--- src/rtl/pc_sequencer_pkg.sv ---
// Shared definitions for the fetch program-counter sequencer: state encoding and
// default vector constants reused by fetch and CSR blocks.
package pc_sequencer_pkg;

    typedef enum logic [1:0] {
        ST_BOOT = 2'd0,
        ST_RUN  = 2'd1,
        ST_HALT = 2'd2
    } pc_state_t;

    localparam logic [31:0] DEF_RESET_VEC  = 32'h0000_0000;
    localparam logic [31:0] DEF_TRAP_VEC   = 32'h0000_0100;
    localparam int          DEF_INC        = 4;
    localparam int          DEF_ALIGN_BITS = 2;

endpackage

--- src/rtl/pc_sequencer_next_mux.sv ---
// Next-PC selection for the fetch sequencer: priority redirect/stall/increment
// select plus the redirect alignment check.
module pc_sequencer_next_mux
    import pc_sequencer_pkg::*;
#(
    parameter int              XLEN       = 32,
    parameter logic [XLEN-1:0] TRAP_VEC   = XLEN'(DEF_TRAP_VEC),
    parameter int              INC        = DEF_INC,
    parameter int              ALIGN_BITS = DEF_ALIGN_BITS
) (
    input  pc_state_t       state,
    input  logic [XLEN-1:0] pc,
    input  logic            halt_req,
    input  logic            stall,
    input  logic            branch_taken,
    input  logic [XLEN-1:0] branch_target,
    input  logic            jump,
    input  logic [XLEN-1:0] jump_target,
    output logic [XLEN-1:0] next_pc,
    output logic            misalign
);

    // A zero-width check yields an all-zero mask, so ALIGN_BITS=0 never traps.
    localparam logic [XLEN-1:0] ALIGN_MASK = (XLEN'(1) << ALIGN_BITS) - XLEN'(1);

    logic            redirect;
    logic [XLEN-1:0] target;

    always_comb begin
        redirect = 1'b0;
        target   = branch_target;
        next_pc  = pc;
        misalign = 1'b0;
        if (state == ST_RUN && !halt_req) begin
            if (branch_taken) begin
                redirect = 1'b1;
                target   = branch_target;
            end else if (jump) begin
                redirect = 1'b1;
                target   = jump_target;
            end else if (!stall) begin
                next_pc = pc + XLEN'(INC);
            end
        end
        if (redirect) begin
            if ((target & ALIGN_MASK) != '0) begin
                next_pc  = TRAP_VEC;
                misalign = 1'b1;
            end else begin
                next_pc = target;
            end
        end
    end

endmodule

--- src/rtl/pc_sequencer.sv ---
// Fetch-stage program-counter sequencer: BOOT/RUN/HALT control, PC register and
// misaligned-redirect trap capture.
// state   | meaning
// BOOT    | PC held at reset vector for one cycle, fetch not yet valid
// RUN     | live fetch: increment, redirect, stall or halt request
// HALT    | fetch stopped, PC frozen until resume
module pc_sequencer
    import pc_sequencer_pkg::*;
#(
    parameter int              XLEN       = 32,
    parameter logic [XLEN-1:0] RESET_VEC  = XLEN'(DEF_RESET_VEC),
    parameter logic [XLEN-1:0] TRAP_VEC   = XLEN'(DEF_TRAP_VEC),
    parameter int              INC        = DEF_INC,
    parameter int              ALIGN_BITS = DEF_ALIGN_BITS
) (
    input  logic            clk,
    input  logic            rst,
    input  logic            halt_req,
    input  logic            resume,
    input  logic            stall,
    input  logic            branch_taken,
    input  logic [XLEN-1:0] branch_target,
    input  logic            jump,
    input  logic [XLEN-1:0] jump_target,
    output logic [XLEN-1:0] PC,
    output logic [XLEN-1:0] PC_Next,
    output logic            pc_valid,
    output logic            trap,
    output logic [XLEN-1:0] epc
);

    pc_state_t       state;
    logic [XLEN-1:0] mux_pc;
    logic            misalign;

    pc_sequencer_next_mux #(
        .XLEN       (XLEN),
        .TRAP_VEC   (TRAP_VEC),
        .INC        (INC),
        .ALIGN_BITS (ALIGN_BITS)
    ) u_next_mux (
        .state         (state),
        .pc            (PC),
        .halt_req      (halt_req),
        .stall         (stall),
        .branch_taken  (branch_taken),
        .branch_target (branch_target),
        .jump          (jump),
        .jump_target   (jump_target),
        .next_pc       (mux_pc),
        .misalign      (misalign)
    );

    assign PC_Next = rst ? mux_pc : RESET_VEC;

    always_ff @(posedge clk) begin
        if (!rst) begin
            state    <= ST_BOOT;
            PC       <= RESET_VEC;
            pc_valid <= 1'b0;
            trap     <= 1'b0;
            epc      <= '0;
        end else begin
            PC   <= mux_pc;
            trap <= misalign;
            if (misalign) begin
                epc <= PC;
            end
            case (state)
                ST_BOOT: begin
                    state    <= ST_RUN;
                    pc_valid <= 1'b1;
                end
                ST_RUN: begin
                    if (halt_req) begin
                        state    <= ST_HALT;
                        pc_valid <= 1'b0;
                    end
                end
                ST_HALT: begin
                    // resume has priority over a simultaneous halt_req
                    if (resume) begin
                        state    <= ST_RUN;
                        pc_valid <= 1'b1;
                    end
                end
                default: begin
                    state    <= ST_BOOT;
                    pc_valid <= 1'b0;
                end
            endcase
        end
    end

endmodule

--- config.mk ---
export PLATFORM = sky130hd
export DESIGN_NAME = pc_sequencer
export DESIGN_NICKNAME = d
export VERILOG_FILES = /design/src/rtl/pc_sequencer_pkg.sv /design/src/rtl/pc_sequencer_next_mux.sv /design/src/rtl/pc_sequencer.sv
export SDC_FILE = /design/constraint.sdc
export NUM_CORES = 1
export LEC_CHECK = 0
export CAP_MARGIN = 20
export CORE_UTILIZATION = 38
export CTS_CLUSTER_SIZE = 8
export DETAILED_ROUTE_END_ITERATION = 8
export GPL_TIMING_DRIVEN = 1
export PLACE_DENSITY = 0.77
export RECOVER_POWER = 50
export SLEW_MARGIN = 20
export SYNTH_ARGS = -nofsm -noshare
export SYNTH_HDL_FRONTEND = slang
export SYNTH_HIERARCHICAL = 1
export SYNTH_SLANG_ARGS = --single-unit
--- constraint.sdc ---
create_clock -name clk -period 3.4 [get_ports clk]
set_clock_uncertainty 0.2 [all_clocks]
set_input_delay 0.68 -clock clk [delete_from_list [all_inputs] [get_ports clk]]
set_output_delay 0.68 -clock clk [all_outputs]
set_load 0.03 [all_outputs]
After elaboration in Yosys (flattened, before gate mapping)
Index checks and enable logic that the tools add are counted.

cells by class
  add/sub/neg operators = 1
  eq/ne operators = 4
  mux-type cells = 21
  reduce and logical (&&, ||, !) cells = 5

operators by type and width
  operator                                                                number
  32-bit 2-to-1 mux                                                       10
  32-bit by 3-bit adder with 32-bit output (second input constant)        1
  32-bit nonzero test                                                     1
  1-bit 2-to-1 mux                                                        7
  2-bit case mux with 3 select lines                                      1
  2-bit 2-to-1 mux                                                        2
  2-bit inequality test (second input constant)                           2
  1-bit case mux with 3 select lines                                      1
  2-bit by 1-bit equality test with 1-bit output (second input constant)  1
  2-bit equality test (second input constant)                             1
  2-bit logical NOT                                                       1
  2-bit AND reduction                                                     1
  1-bit logical AND                                                       1
  1-bit logical NOT                                                       1

word-level totals
  register bits = 68

Longest topological paths before layout
  depth after elaboration = 7
  depth in mapped cells = 9

Hierarchy
Netlist, hierarchy kept.

by module, submodules not included
  module                 instances  cells each  area each (sq um)  sequential area each (sq um)
  pc_sequencer           1          181         2218.4             1341.3
  pc_sequencer_next_mux  1          214         1471.4             0.0

Worst setup path after synthesis
OpenSTA, ideal clock, no wires.

  kind = input to output
  start point = in stall
  end point = out PC_Next[29]
  arrival time = 2.875 ns
  required time = 2.520 ns
  path slack = -0.355 ns
  stages on the path = 7
  path buffers = 1
  cell sequence = or4b_4 > buf_6 > nor4_2 > nand4_1 > mux2i_1 > or3_1 > and2_1

between the ends
  word-level cells in the longest chain between the ends = 6

RTL lines
  item               RTL line                     RTL
  start, declared    pc_sequencer.sv:20           input logic stall,
  32-bit 2-to-1 mux  pc_sequencer_next_mux.sv:41  end else if (!stall) begin
  32-bit 2-to-1 mux  pc_sequencer_next_mux.sv:38  end else if (jump) begin
  32-bit 2-to-1 mux  pc_sequencer_next_mux.sv:35  if (branch_taken) begin
  32-bit 2-to-1 mux  pc_sequencer_next_mux.sv:34  if (state == ST_RUN && !halt_req) begin
  32-bit 2-to-1 mux  pc_sequencer_next_mux.sv:45  if (redirect) begin
  via mux_pc[29]     pc_sequencer.sv:33           logic [XLEN-1:0] mux_pc;
  32-bit 2-to-1 mux  n/a
  end, declared      pc_sequencer.sv:26           output logic [XLEN-1:0] PC_Next,

The timed path passes the listed nets, and every way through them passes these cells.

Worst setup path after layout
  start point = in halt_req
  end point = out PC_Next[28]

between the ends
  word-level cells in the longest chain between the ends = 7
  elaborated cells on any way between the ends = 9
  classes of those cells = 6 x mux; 3 x reduce/logical

RTL lines
  item                   RTL line                     RTL
  start, declared        pc_sequencer.sv:18           input logic halt_req,
  1-bit logical NOT (*)  pc_sequencer_next_mux.sv:34
  1-bit logical AND (*)  pc_sequencer_next_mux.sv:34
  32-bit 2-to-1 mux      pc_sequencer_next_mux.sv:34
  32-bit nonzero test    pc_sequencer_next_mux.sv:46  if ((target & ALIGN_MASK) != '0) begin
  32-bit 2-to-1 mux      pc_sequencer_next_mux.sv:46
  32-bit 2-to-1 mux (*)  pc_sequencer_next_mux.sv:45
  via mux_pc[28]         pc_sequencer.sv:33
  32-bit 2-to-1 mux (*)  n/a

The timed path passes the listed nets; every way through them passes the cells marked *.

==> summary.txt <==
Synthesis
  – Sequential area share after synthesis: a little over a third
  – Post-Syn Instances: roughly 400
  – Top post-synthesis cells by area: dfxtp_1 (36%), mux2i_1 (11%), and2_1 (6.3%)
  – Post-synth cell types: a little under 50
  – Synth Area in Adders: 0.339%
  – Commonest cells post-synth: dfxtp_1 (67), mux2i_1 (41), and2_1 (37)
  – Mux cell area share after synthesis: between 10% and 20%
  – XOR/XNOR Fraction of Synth Area: approximately 6.4%
  – Post-Synthesis Cell Area: about 0.0037 sq mm
  – Synth Area in Compound Gates: under 10%
  – Top-count cell post-synth: dfxtp_1
  – Post-synth ARST share: 0%
  – Main combinational cell family by area after synthesis: simple AND/OR/NAND/NOR gates
  – Top-area cell type share of the netlist area: approximately 36%
  – YS warnings: 6
  – Synth Register Bits: 67
  – Number of flops mapped to enable cells by yosys: 0
  – Simple logic cell fraction of the synthesized area: between 20% and 30%
  – Post-synth top flop: dfxtp_1
  – Syn nets: 467
  – Mapped Avg Cell Area: 9.34 sq um
  – Synth area leader: dfxtp_1

Outcome
  – Failing checks: setup timing
  – Status: finished with violations

STA
  – Fin. Hold Viols: 0
  – Minimum clock period: between 3 and 4 ns
  – Max-slew violation count: 0
  – Hold Slack: roughly 0.32 ns
  – Worst slew margin: a little under 70%
  – Worst-margin pin slew: between 0.4 and 0.5 ns
  – Setup violations, final: 19
  – RSZ-0062 raised after global routing: true
  – Upper clock frequency limit: approximately 280 MHz
  – Worst setup margin: -0.151 ns
  – Period utilization: 104%

Detailed routing
  – DR WL/cell: 17.3 um
  – ANT nets after route: 0
  – DRT iter0 DRCs: between 100 and 150
  – DRC viols: 0
  – Total routed wirelength: between 10,000 and 15,000 um
  – DR pass1 iterations: 4
  – Via density: around 5.2
  – Via total after detailed routing: ~3,900

GRT
  – GRT met3 Usage: under 10%
  – Initial antenna violation count: 0
  – Met2 usage: roughly 44%
  – M1 GR Usage: between 20 and 30%
  – GR peak layer: met2
  – Vias in the first global route: between 3,000 and 4,000
  – First-pass GRT wire length: 19,500 um
  – Global-route usage over all layers: roughly a quarter
  – Largest net degree at the start of global routing: 30
  – Total grt overflow: 0

Run
  – Max cap viols: 0

Floorplanning
  – Starting density of the core: between 30% and 40%
  – Height of the die: a little over 100 um
  – Num rows: 35
  – Core box area: 0.00933 sq mm
  – Ports: 169
  – Die ar.: around 0.010 sq mm
  – Die X: around 100 um

Final layout
  – Diode count: 0
  – Final Core Density: roughly 69%
  – Fillers: about 710
  – Layout cells sized above 1: between 30% and 40%
  – Final net count: 688
  – Layout Area Growth over Synthesis: 75.4%

Setup path
  – Req. time, crit path: ~2.5 ns
  – Crit start category: input pin
  – Crit end category: output pin
  – Critical path arrival: approximately 2.7 ns
  – Critical path class: input pin to output pin
  – Max FO, Critical Path: 6

Place
  – Post-DP HPWL: approximately 9000 um
  – Port Buffers: roughly 170
  – GP Congestion: roughly 0.87

Clock network
  – Root Buffer: clkbuf_8
  – CTS tree: yes
  – Clock tree buffer depth: 2
  – Num CTS Buffers: 9
  – Reg clk slew, reported paths: around 0.080 ns
  – Clock sink count: 67
  – Skew-Pair Late Insertion Delay: around 0.34 ns
  – H-tree depth: 3

Pwr
  – PwrDens: about 320 mW/mm^2
  – Peak supply drop: around 0.26 mV
  – Leak Pwr: 2.51 nW

Hold path
  – Hold Path Class: flop to flop
==> metrics by stage <==
stage / setup TNS (ns) / total power, W / area, sq um / worst slack [ns] / instances
5_1_grt: -3.71 / 0.00216 / 6470 / -0.233 / 750
3_5_place_dp: -12.75 / 0.00131 / 5620 / -0.580 / 707
4_1_cts: -2.12 / 0.00206 / 6090 / -0.238 / 733
6_report: -1.51 / 0.00207 / 6470 / -0.151 / 750
3_3_place_gp: -11.52 / 0.00130 / 5620 / -0.569 / 707
2_1_floorplan: -0.0728 / 0.00109 / 3720 / -0.0728 / 395
==> cell type report <==
cell class / instances / area (sq um) / area share [%]
clock buffer: 11 / 131 / 2.03
clock inverter: 5 / 77.6 / 1.20
inverter: 5 / 18.8 / 0.290
multi-input combinational: 296 / 2420 / 37.4
sequential: 67 / 1350 / 20.8
tap: 129 / 161 / 2.49
timing repair buffer: 237 / 2320 / 35.8
==> placed cells by master (no fill, tap or decap), drive strengths merged, types with 3 or more instances in the layout <==
| cell type | instances |
|---|---|
| clkdlybuf4s50 | 130 |
| buf | 101 |
| dfxtp | 67 |
| mux2i | 41 |
| and2 | 37 |
| nor2b | 33 |
| and3 | 22 |
| a21oi | 21 |
| xnor2 | 18 |
| a311oi | 17 |
| nand2 | 15 |
| nand4 | 13 |
| nor2 | 13 |
| nand3 | 13 |
| clkbuf | 12 |
| xor2 | 9 |
| o22ai | 7 |
| nor3 | 6 |
| inv | 5 |
| nor4 | 5 |
| dlygate4sd2 | 3 |
==> critical path: stages <==
cell and delay [ns]:
buf_6 0.09, or4b_4 0.55, or4_4 0.53, nor4b_4 0.28
xnor2_1 0.11, a21oi_1 0.14, and2_4 0.16, buf_6 0.12
==> worst paths after layout <==
path / from / to / slack (ns) / depth (start not counted)
worst max-delay path: halt_req / PC_Next[28] / -0.15 / 8
worst min-delay path: epc[26]$_SDFFE_PN0P_ / epc[26]$_SDFFE_PN0P_ / 0.32 / 2
worst max register to register: state[0]$_SDFFE_PN0P_ / PC[23]$_DFF_P_ / 0.92 / 11
worst min register to register: epc[26]$_SDFFE_PN0P_ / epc[26]$_SDFFE_PN0P_ / 0.32 / 2
==> state kept, by name, summed over array words and instances, names as in the netlist <==
name,flops
state,2
PC,32
trap,1
epc,32
==> metal layers <==
layer	part of all wire (%)	vias up	routed length, um
li1	-	1872	-
met1	41	1840	5270
met2	51	162	6650
met3	6.4	19	837
met4	1.9	0	242
met5	0	-	0
==> power by group <==
| part | internal (W) | switching (W) | leakage [nW] | total [W] |
|---|---|---|---|---|
| logic | 0.000265 | 0.000245 | 1.87 | 0.000510 |
| registers | 0.000810 | 0.0000312 | 0.545 | 0.000841 |
| clock network | 0.000411 | 0.000309 | 0.103 | 0.000720 |
==> cells by family (layout without fill, tap and decap cells) <==
logic type / after synthesis / count (layout)
XOR/XNOR: 27 / 27
multiplexers: 42 / 42
AND/OR/NAND/NOR: 173 / 173
buffers and inverters: 32 / 258
adder cells (fa/ha/maj): 1 / 1
flip-flops: 67 / 67
AO/OA/AOI/OAI: 53 / 53
==> what timing repair did <==
action / in CTS / in global routing
buffers inserted: 10 / 17
gates resized for setup: 62 / 61
pin swaps: 25 / 19
endpoints found under the setup margin: 32 / 29
hold buffers: 0 / 0
No activity file was read; power rests on OpenSTA's default activity.
